### config.mk
export PLATFORM = sky130hd
export DESIGN_NAME = am2922_bitdist
export DESIGN_NICKNAME = d
export VERILOG_FILES = /design/src/rtl/am2922_bitdist.sv
export SDC_FILE = /design/constraint.sdc
export NUM_CORES = 1
export LEC_CHECK = 0
export ABC_AREA = 0
export CAP_MARGIN = 20
export CORE_MARGIN = 2
export CORE_UTILIZATION = 51
export DETAILED_ROUTE_END_ITERATION = 6
export PLACE_DENSITY = 0.77
export SLEW_MARGIN = 30
export SYNTH_ARGS = -nofsm -noshare
export SYNTH_HDL_FRONTEND = slang
export SYNTH_SLANG_ARGS = --single-unit
### constraint.sdc
create_clock -name clk -period 1.8 [get_ports clk]
set_input_delay 0.27 -clock clk [delete_from_list [all_inputs] [get_ports clk]]
set_output_delay 0.27 -clock clk [all_outputs]
set_load 0.1 [all_outputs]
### src/rtl/am2922_bitdist.sv
// 8-bit addressable bit distributor: addressed write, auto-increment fill or shift-in.
// Optional tristate readback of the selected bit when AM2922_BITDIST_RDBK_EN is defined.
module am2922_bitdist #(
    parameter int unsigned WIDTH = 8,
    parameter logic [7:0]  INIT  = 8'h00
) (
    input  logic             clk,
    input  logic             clr,
    input  logic             a,
    input  logic             b,
    input  logic             c,
    input  logic             pol,
    input  logic             re_,
    input  logic             d,
    input  logic             we_,
    input  logic [1:0]       mode,
    output logic [WIDTH-1:0] q,
    output logic             done
`ifdef AM2922_BITDIST_RDBK_EN
    ,
    input  logic             oe_,
    output logic             y
`endif
);

    typedef enum logic [1:0] {
        MODE_HOLD  = 2'b00,
        MODE_ADDR  = 2'b01,
        MODE_AUTO  = 2'b10,
        MODE_SHIFT = 2'b11
    } mode_t;

    logic [2:0] selreg;
    logic       polreg;
    logic [2:0] ptr;
    logic [2:0] cnt;
    logic       db;
    mode_t      mode_e;

    assign db     = d ^ polreg;
    assign mode_e = mode_t'(mode);

    always_ff @(posedge clk) begin
        if (clr) begin
            q      <= INIT[WIDTH-1:0];
            selreg <= '0;
            polreg <= 1'b0;
            ptr    <= '0;
            cnt    <= '0;
            done   <= 1'b0;
        end else begin
            done <= 1'b0;
            if (!we_) begin
                unique case (mode_e)
                    MODE_HOLD: ;
                    MODE_ADDR: q[selreg] <= db;
                    MODE_AUTO: begin
                        q[ptr] <= db;
                        ptr    <= ptr + 3'd1;
                        cnt    <= cnt + 3'd1;
                        done   <= (cnt == 3'd7);
                    end
                    MODE_SHIFT: begin
                        q    <= {q[WIDTH-2:0], db};
                        cnt  <= cnt + 3'd1;
                        done <= (cnt == 3'd7);
                    end
                    default: ;
                endcase
            end
            // Placed after the write so a simultaneous load wins for ptr/cnt,
            // while the write itself still used the pre-edge register values.
            if (!re_) begin
                selreg <= {c, b, a};
                polreg <= pol;
                ptr    <= {c, b, a};
                cnt    <= '0;
            end
        end
    end

`ifdef AM2922_BITDIST_RDBK_EN
    logic yp;
    assign yp = q[selreg] ^ polreg;
    assign y  = oe_ ? 1'bz : yp;
`endif

endmodule
==> Word level (Yosys, flattened, before mapping) <==
Cells that the tools add are included.
{ "word_totals": {"out_inout_bits": 9, "wordCells": 41, "in_bits": 11, "reg_bits": 19} }
{ "op_classes": {"n_lt_le_gt_ge": 4, "n_addsub": 2, "n_eq_ne": 6, "mux": 10, "reduce_logical": 9, "bitwise_logic": 4} }
{ "ops": {"columns": ["op", "n"], "rows": [
  ["case mux 8 bit (3 select lines)", 1],
  ["bitwise mux 8 bit", 2],
  ["two-way mux 3 bit", 3],
  ["< comparator 3 x 4 -> 1 bit (second input constant)", 2],
  ["adder 3 x 1 -> 3 bit (second input constant)", 2],
  ["demux 1 bit (select 3 bit)", 2],
  ["greater-or-equal comparator 3 x 1 -> 1 bit (second input constant)", 2],
  ["AND reduction 2 bit", 3],
  ["equality test 2 bit (second input constant)", 2],
  ["OR reduction 2 bit", 2],
  ["equality test 3 bit (second input constant)", 1],
  ["inverter 1 bit", 3],
  ["nonzero test 3 bit", 1],
  ["OR reduction 3 bit", 1],
  ["equality test 2 x 1 -> 1 bit (second input constant)", 1],
  ["logical AND 1 bit", 2],
  ["two-way mux 1 bit", 2],
  ["inequality test 2 x 1 -> 1 bit (second input constant)", 1],
  ["inequality test 2 bit (second input constant)", 1],
  ["XOR 1 bit", 1]
]} }

==> Longest topological paths before layout <==
Gate-level depths: netlist of the first run.
{ "logic_depth": {"depth_word": 6, "mapped_depth": 5, "mapped_depth_nobuf": 4} }

==> Worst setup path before layout of the first run <==
OpenSTA, ideal clock, no wires.
{ "synth_timing": {"kind": "reg-to-reg", "startpoint": "register with a tool-made name", "endpoint": "register with a tool-made name", "setup_slack_ns": 0.193, "synth_period_minus_slack_ns": 1.607, "t_arrival_ns": 1.516, "path_buffers": 0, "setup_ns": 0.091, "required_ns": 1.709, "path_stages_with_launch": 4, "path_cell_list": "dfxtp_1 and4b_1 a31oi_1 a311oi_1"} }

==> summary.md, run 1 <==
| Metric | Value |
|---|---|
| Routed WL | `3060 um` |
| Htree depth | `1` |
| Worst hold path class | `reg2reg` |
| Vias | `1216` |
| Startpoint types | `flop` |
| Placed instance count | `191` |
| Tmin final | `1.61 ns` |
| # DRC | `0` |
| Max-slew headroom | `0.681` |
| Worst Path Buf+Inv | `0` |
| WL/cell | `15.7 um` |
| RSZ-0062 raised after global routing | `no` |
| CP endpoint kind | `flop` |
| F_max | `~620 MHz` |
| Count of filler cells inserted in the layout | `191` |
| Crit Path Max Fanout | `12` |
| Tot Pwr | `1.04 mW` |
| Leak pwr | `0.605 nW` |
| Actual slew at the worst max-slew pin | `0.477 ns` |
| Seq/Total Area, Yosys | `0.308` |
| Cell Rows | `17` |
| Hold Crit Depth | `2` |
| Ratio of final minimum period to clock period | `0.894` |
| Top FF cell, synth | `dfxtp_1` |
| CTS sink cnt | `19` |
| Root buffer cell | `clkbuf_4` |
| # Max-Cap Violations | `0` |
| Status | `finished, final reports clean` |
| Synth Area per Inst | `8.39 um^2` |
| GRT Resource Usage Total | `0.253` |
| IO buf count | `19` |
| Die X | `~53 um` |
| CORE AREA | `2250 um^2` |
| Post-Syn Area | `1230 um^2` |
| Final setup TNS | `0 ns` |
| Layout cells sized above 1 | `0.198` |
| Crit Reg-Reg Startpoint | `selreg[2]` |
| Slew Viols, Final | `0` |
| HP Start | `cnt[2]` |
| Synth area leader | `dfxtp_1` |
| Vias per inst | `6.24` |
| Vias in the first global route | `roughly 1100` |
| # resized after CTS | `0` |
| Worst path cell trace | `or4b_4 -> a21oi_2 -> nor2_1 -> a311oi_1` |
| CTS tree | `done` |
| Initial DRC Count | `30` |
| Area contributors post-synth | `dfxtp_1 31%, mux2i_1 5.7%, nor2_1 5.2%, a21oi_1 4.5%, a31oi_1 4.1%` |
| Storage cell area | `380 um^2` |
| Final hold vios | `0` |
| Clk_lat worst skew | `0.30 ns` |
| Flop-to-flop setup slack | `0.19 ns` |
| Starting Density | `0.547` |
| Synthesis warning total | `0` |
| Routed Antenna Nets | `0` |
| Critical path required time | `~2.0 ns` |
| Cell depth of the worst flop-to-flop path | `4` |
| Top cell type's share of synthesized area | `0.308` |
| Max Clock Skew | `a little under 0.008 ns` |
| Area grow syn2layout | `28.2%` |
| Worst path max stage delay | `0.59 ns` |
| Most frequent cell after synthesis | `dfxtp_1` |
| Setup violators final | `0` |
| Initial antenna violation count | `0` |
| Clk slew on worst S/H paths | `0.11 ns` |
| GRT overflow | `0` |
| Multi-input logic area | `763 um^2` |
| Asr flop ratio synth | `0` |
| Final design utilization | `0.701` |
| N_diodes | `0` |
| Final Non-Filler Cells | `195` |
| Setup Fix Bufs, Post-CTS | `0` |
| I/O pin total | `20` |
| Critical Path AT | `between 1.5 and 2 ns` |
| Maximum vdd drop | `555 uV` |
| CTS Buf Count | `3` |
| Hold-critical path endpoint | `cnt[2]` |
| Die H | `approximately 53 um` |
| DPL Wire Length | `between 2000 and 2500 um` |
| Clk buf depth | `2` |
| Syn Inst Count | `147` |
| Post-synth EDFFs | `0` |
| Post-CTS Hold Buffers | `0` |
| Power per cell area | `659 nW/um^2` |
| Pre-Repair DR Iteration Count | `4` |
| Top cell family by delay on the critical path | `simple AND/OR/NAND/NOR gates` |
| Net count after synthesis | `161` |
| First-pass GRT wire length | `around 5200 um` |
| Crit Path Class | `reg2reg` |
| Yosys reg bits | `19` |
| Final GP Congestion | `0.898` |
| Layout Nets | `182` |
| Crit path max-delay cell type | `or4b_4` |
| Hold WS | `roughly 0.53 ns` |
| Unique masters post-synth | `41` |
| Synth cell count leaders | `19 x dfxtp_1, 17 x nor2_1, 11 x a21oi_1` |
| Largest net degree at the start of global routing | `24` |
| Die area | `around 2800 um^2` |
-- cells in the final DEF (no fill, tap or decap), drive strengths merged, types with 3 or more instances in the layout --
cell type,count
mux2i,7
nand4b,3
clkbuf,4
nand2,3
nor2,17
nor3b,5
a311oi,4
clkdlybuf4s50,10
nand3b,3
a21oi,12
buf,21
nand2b,6
a31oi,8
nor3,5
dfxtp,19
inv,5
ha,3
-- metrics by stage --
stage | setup WS (ns) | instance area, um^2
after floorplan | 0.193 | 1230
after global placement | 0.0319 | 1560
after detailed placement | -0.00304 | 1560
after CTS | 0.202 | 1580
after global routing | 0.126 | 1580
final | 0.191 | 1580
-- final cells by class --
cell class | instances | share of cell area
inverters | 5 | 0.0119
repair buffers | 31 | 0.226
multi-input cells | 108 | 0.483
flip-flops and latches | 19 | 0.241
well taps | 28 | 0.0222
clock buffers | 4 | 0.0166
-- worst max-delay path by stage --
| stage | cells after the start | slack, ns | end | startpoint |
|---|---|---|---|---|
| detailed placement | 5 | -0.003 | flop | mode[0] |
| global placement | 5 | 0.03 | flop | mode[0] |
| finish | 4 | 0.19 | flop | selreg[2] |
| CTS | 4 | 0.20 | flop | selreg[2] |
| global route | 4 | 0.13 | flop | selreg[2] |
| floorplan | 3 | 0.19 | flop | flop |
-- where the power goes --
part / switching (mW) / total [mW] / internal [mW]
logic: 0.183 / 0.326 / 0.143
registers: 0.0475 / 0.491 / 0.444
clock network: 0.138 / 0.224 / 0.0864
-- worst register-to-register path: cells and delay by family (launching register included) --
kind	cells	cell delay [ns]
and+or+nand+nor	2	0.65
AOI/OAI and AO/OA	2	0.42
DFF	1	0.46
-- logic make-up after synthesis --
logic type / after synthesis / synth area share
AND/OR/NAND/NOR: 56 / 0.286
AO/OA/AOI/OAI: 36 / 0.199
buffers and inverters: 20 / 0.0730
flip-flops: 19 / 0.308
multiplexers: 9 / 0.0751
XOR/XNOR: 4 / 0.0284
adder cells (fa/ha/maj): 3 / 0.0304
-- per-layer routing --
metal,share of wire,vias to the layer above,routed length (um),track usage
li1,-,586,-,-
met1,0.44,570,1340,0.333
met2,0.48,53,1480,0.421
met3,0.061,7,186,0.0339
met4,0.018,0,55,0.0897
met5,0,-,0,0
Power figures use the tool's default switching activity.
==> run 2, diff against run 1 <==
--- a/config.mk
+++ b/config.mk
@@ -7,10 +7,11 @@
 export LEC_CHECK = 0
 export ABC_AREA = 0
 export CAP_MARGIN = 20
-export CORE_MARGIN = 2
+export CORE_MARGIN = 10
 export CORE_UTILIZATION = 51
 export DETAILED_ROUTE_END_ITERATION = 6
 export PLACE_DENSITY = 0.77
+export SKIP_CTS_REPAIR_TIMING = 1
 export SLEW_MARGIN = 30
 export SYNTH_ARGS = -nofsm -noshare
 export SYNTH_HDL_FRONTEND = slang
==> summary.md, run 2 (synthesis results as in run 1) <==
| Metric | Value |
|---|---|
| Status | `finished, final reports clean` |
| Largest net degree at the start of global routing | `22` |
| Die area | `4790 um^2` |
| I/O pin total | `20` |
| Final hold vios | `0` |
| Vias per inst | `6.21` |
| Vias | `1198` |
| Worst path cell trace | `or4b_4 -> a21oi_2 -> nor2_1 -> a311oi_1` |
| CORE AREA | `2250 um^2` |
| NetSw | `0.366 mW` |
| Part of the power in combinational logic | `0.313` |
| Clk_lat worst skew | `0.30 ns` |
| Busiest metal layer after global routing | `met2` |
| Clk buf depth | `2` |
| IO buf count | `19` |
| Initial DRC Count | `85` |
| Power per cell area | `665 nW/um^2` |
| Sw frac | `0.354` |
| DPL Wire Length | `2260 um` |
| # DRC | `0` |
| Max Clock Skew | `0.00214 ns` |
| Sequential Power Share | `0.471` |
| Pint | `0.668 mW` |
| Worst hold path class | `reg2reg` |
| Crit Path Max Fanout | `12` |
| N_diodes | `0` |
| Max-slew headroom | `0.697` |
| Starting Density | `0.547` |
| Die H | `69.2 um` |
| Initial antenna violation count | `0` |
| Critical path required time | `2.01 ns` |
| GR Util met3 | `0.0314` |
| Final setup TNS | `0 ns` |
| First-pass GRT wire length | `5100 um` |
| GR Util met2 | `0.202` |
| Pre-Repair DR Iteration Count | `6` |
| WL/cell | `about 15 um` |
| Layout cells sized above 1 | `0.188` |
| Setup violators final | `0` |
| CTS sink cnt | `19` |
| Root buffer cell | `clkbuf_4` |
| Startpoint types | `flop` |
| Final worst slack | `0.213 ns` |
| Clk slew on worst S/H paths | `about 0.11 ns` |
| GRT overflow | `0` |
| CTS tree | `done` |
| CP endpoint kind | `flop` |
| Routed Antenna Nets | `0` |
| Most common cell after layout, fill and taps aside | `dfxtp_1` |
| Worst path max stage delay | `about 0.56 ns` |
| Die X | `69.2 um` |
| Final GP Congestion | `between 0.8 and 0.9` |
| Most frequent cells in the layout | `19 x dfxtp_1, 17 x nor2_1, 12 x buf_4` |
| Crit path max-delay cell type | `or4b_4` |
| Actual slew at the worst max-slew pin | `between 0.4 and 0.5 ns` |
| Tmin final | `between 1.5 and 2 ns` |
| GR Util met1 | `0.142` |
| Cell Rows | `17` |
| Slew Viols, Final | `0` |
| GRT Resource Usage Total | `0.121` |
| Critical Path AT | `roughly 1.8 ns` |
| Area grow syn2layout | `26.0%` |
| Routed WL | `2990 um` |
| RSZ-0062 raised after global routing | `no` |
| Htree depth | `1` |
| Vias in the first global route | `1139` |
| Clk network pwr share | `0.216` |
| Ratio of final minimum period to clock period | `0.882` |
| Layout Nets | `180` |
| F_max | `630 MHz` |
| CTS Buf Count | `3` |
| Crit Path Class | `reg2reg` |
| # Max-Cap Violations | `0` |
| Leak pwr | `0.591 nW` |
| Placement Setup Slack | `0.00790 ns` |
| Maximum vdd drop | `626 uV` |
[run 2: cell types whose count changed in the layout (fill, tap and decap cells not counted), sizes merged]
cell  delta
buf      -2
[run 2: per-layer routing]
metal  wire (um)  vias up
met5           0        -
met4          48        0
met3         280       11
met2        1390       61
met1        1270      540
li1            -      586
[run 2: power groups by stage]
stage / Sequential [mW] / Combinational [mW] / Clock [mW]
final: 0.487 / 0.324 / 0.223
after global routing: 0.492 / 0.345 / 0.248
after CTS: 0.485 / 0.324 / 0.226
after detailed placement: 0.495 / 0.323 / 0
after global placement: 0.494 / 0.317 / 0
after floorplan: 0.555 / 0.147 / 0
[run 2: cell type report]
cell class              count  area, um^2
inverters                   5        18.8
flip-flops and latches     19         380
multi-input cells         108         763
clock buffers               4        26.3
repair buffers             29         330
fillers                   201         701
well taps                  28        35.0
[run 2: worst paths after layout]
path | start | depth (start not counted) | slack, ns | endpoint
worst max-delay path | selreg[0] | 4 | 0.21 | flop
worst min register to register | cnt[1] | 2 | 0.52 | cnt[1]
worst max register to register | selreg[0] | 4 | 0.21 | flop
worst min-delay path | cnt[1] | 2 | 0.52 | cnt[1]
[run 2: worst max-delay path: cells and delay by family (launching register included)]
kind | cells | cell delay, ns
AND/OR/NAND/NOR | 2 | 0.61
AO/OA/AOI/OAI | 2 | 0.42
flip-flops | 1 | 0.45
[run 2: through the flow]
stage / hold slack [ns] / total power, mW / instances / cell area (um^2) / utilization
finish: 0.520 / 1.03 / 193 / 1550 / 0.689
global route: 0.567 / 1.09 / 193 / 1550 / 0.689
CTS: 0.525 / 1.03 / 193 / 1550 / 0.689
detailed placement: 0.495 / 0.818 / 189 / 1530 / 0.678
global placement: 0.481 / 0.810 / 189 / 1530 / 0.678
floorplan: 0.414 / 0.702 / 147 / 1230 / -
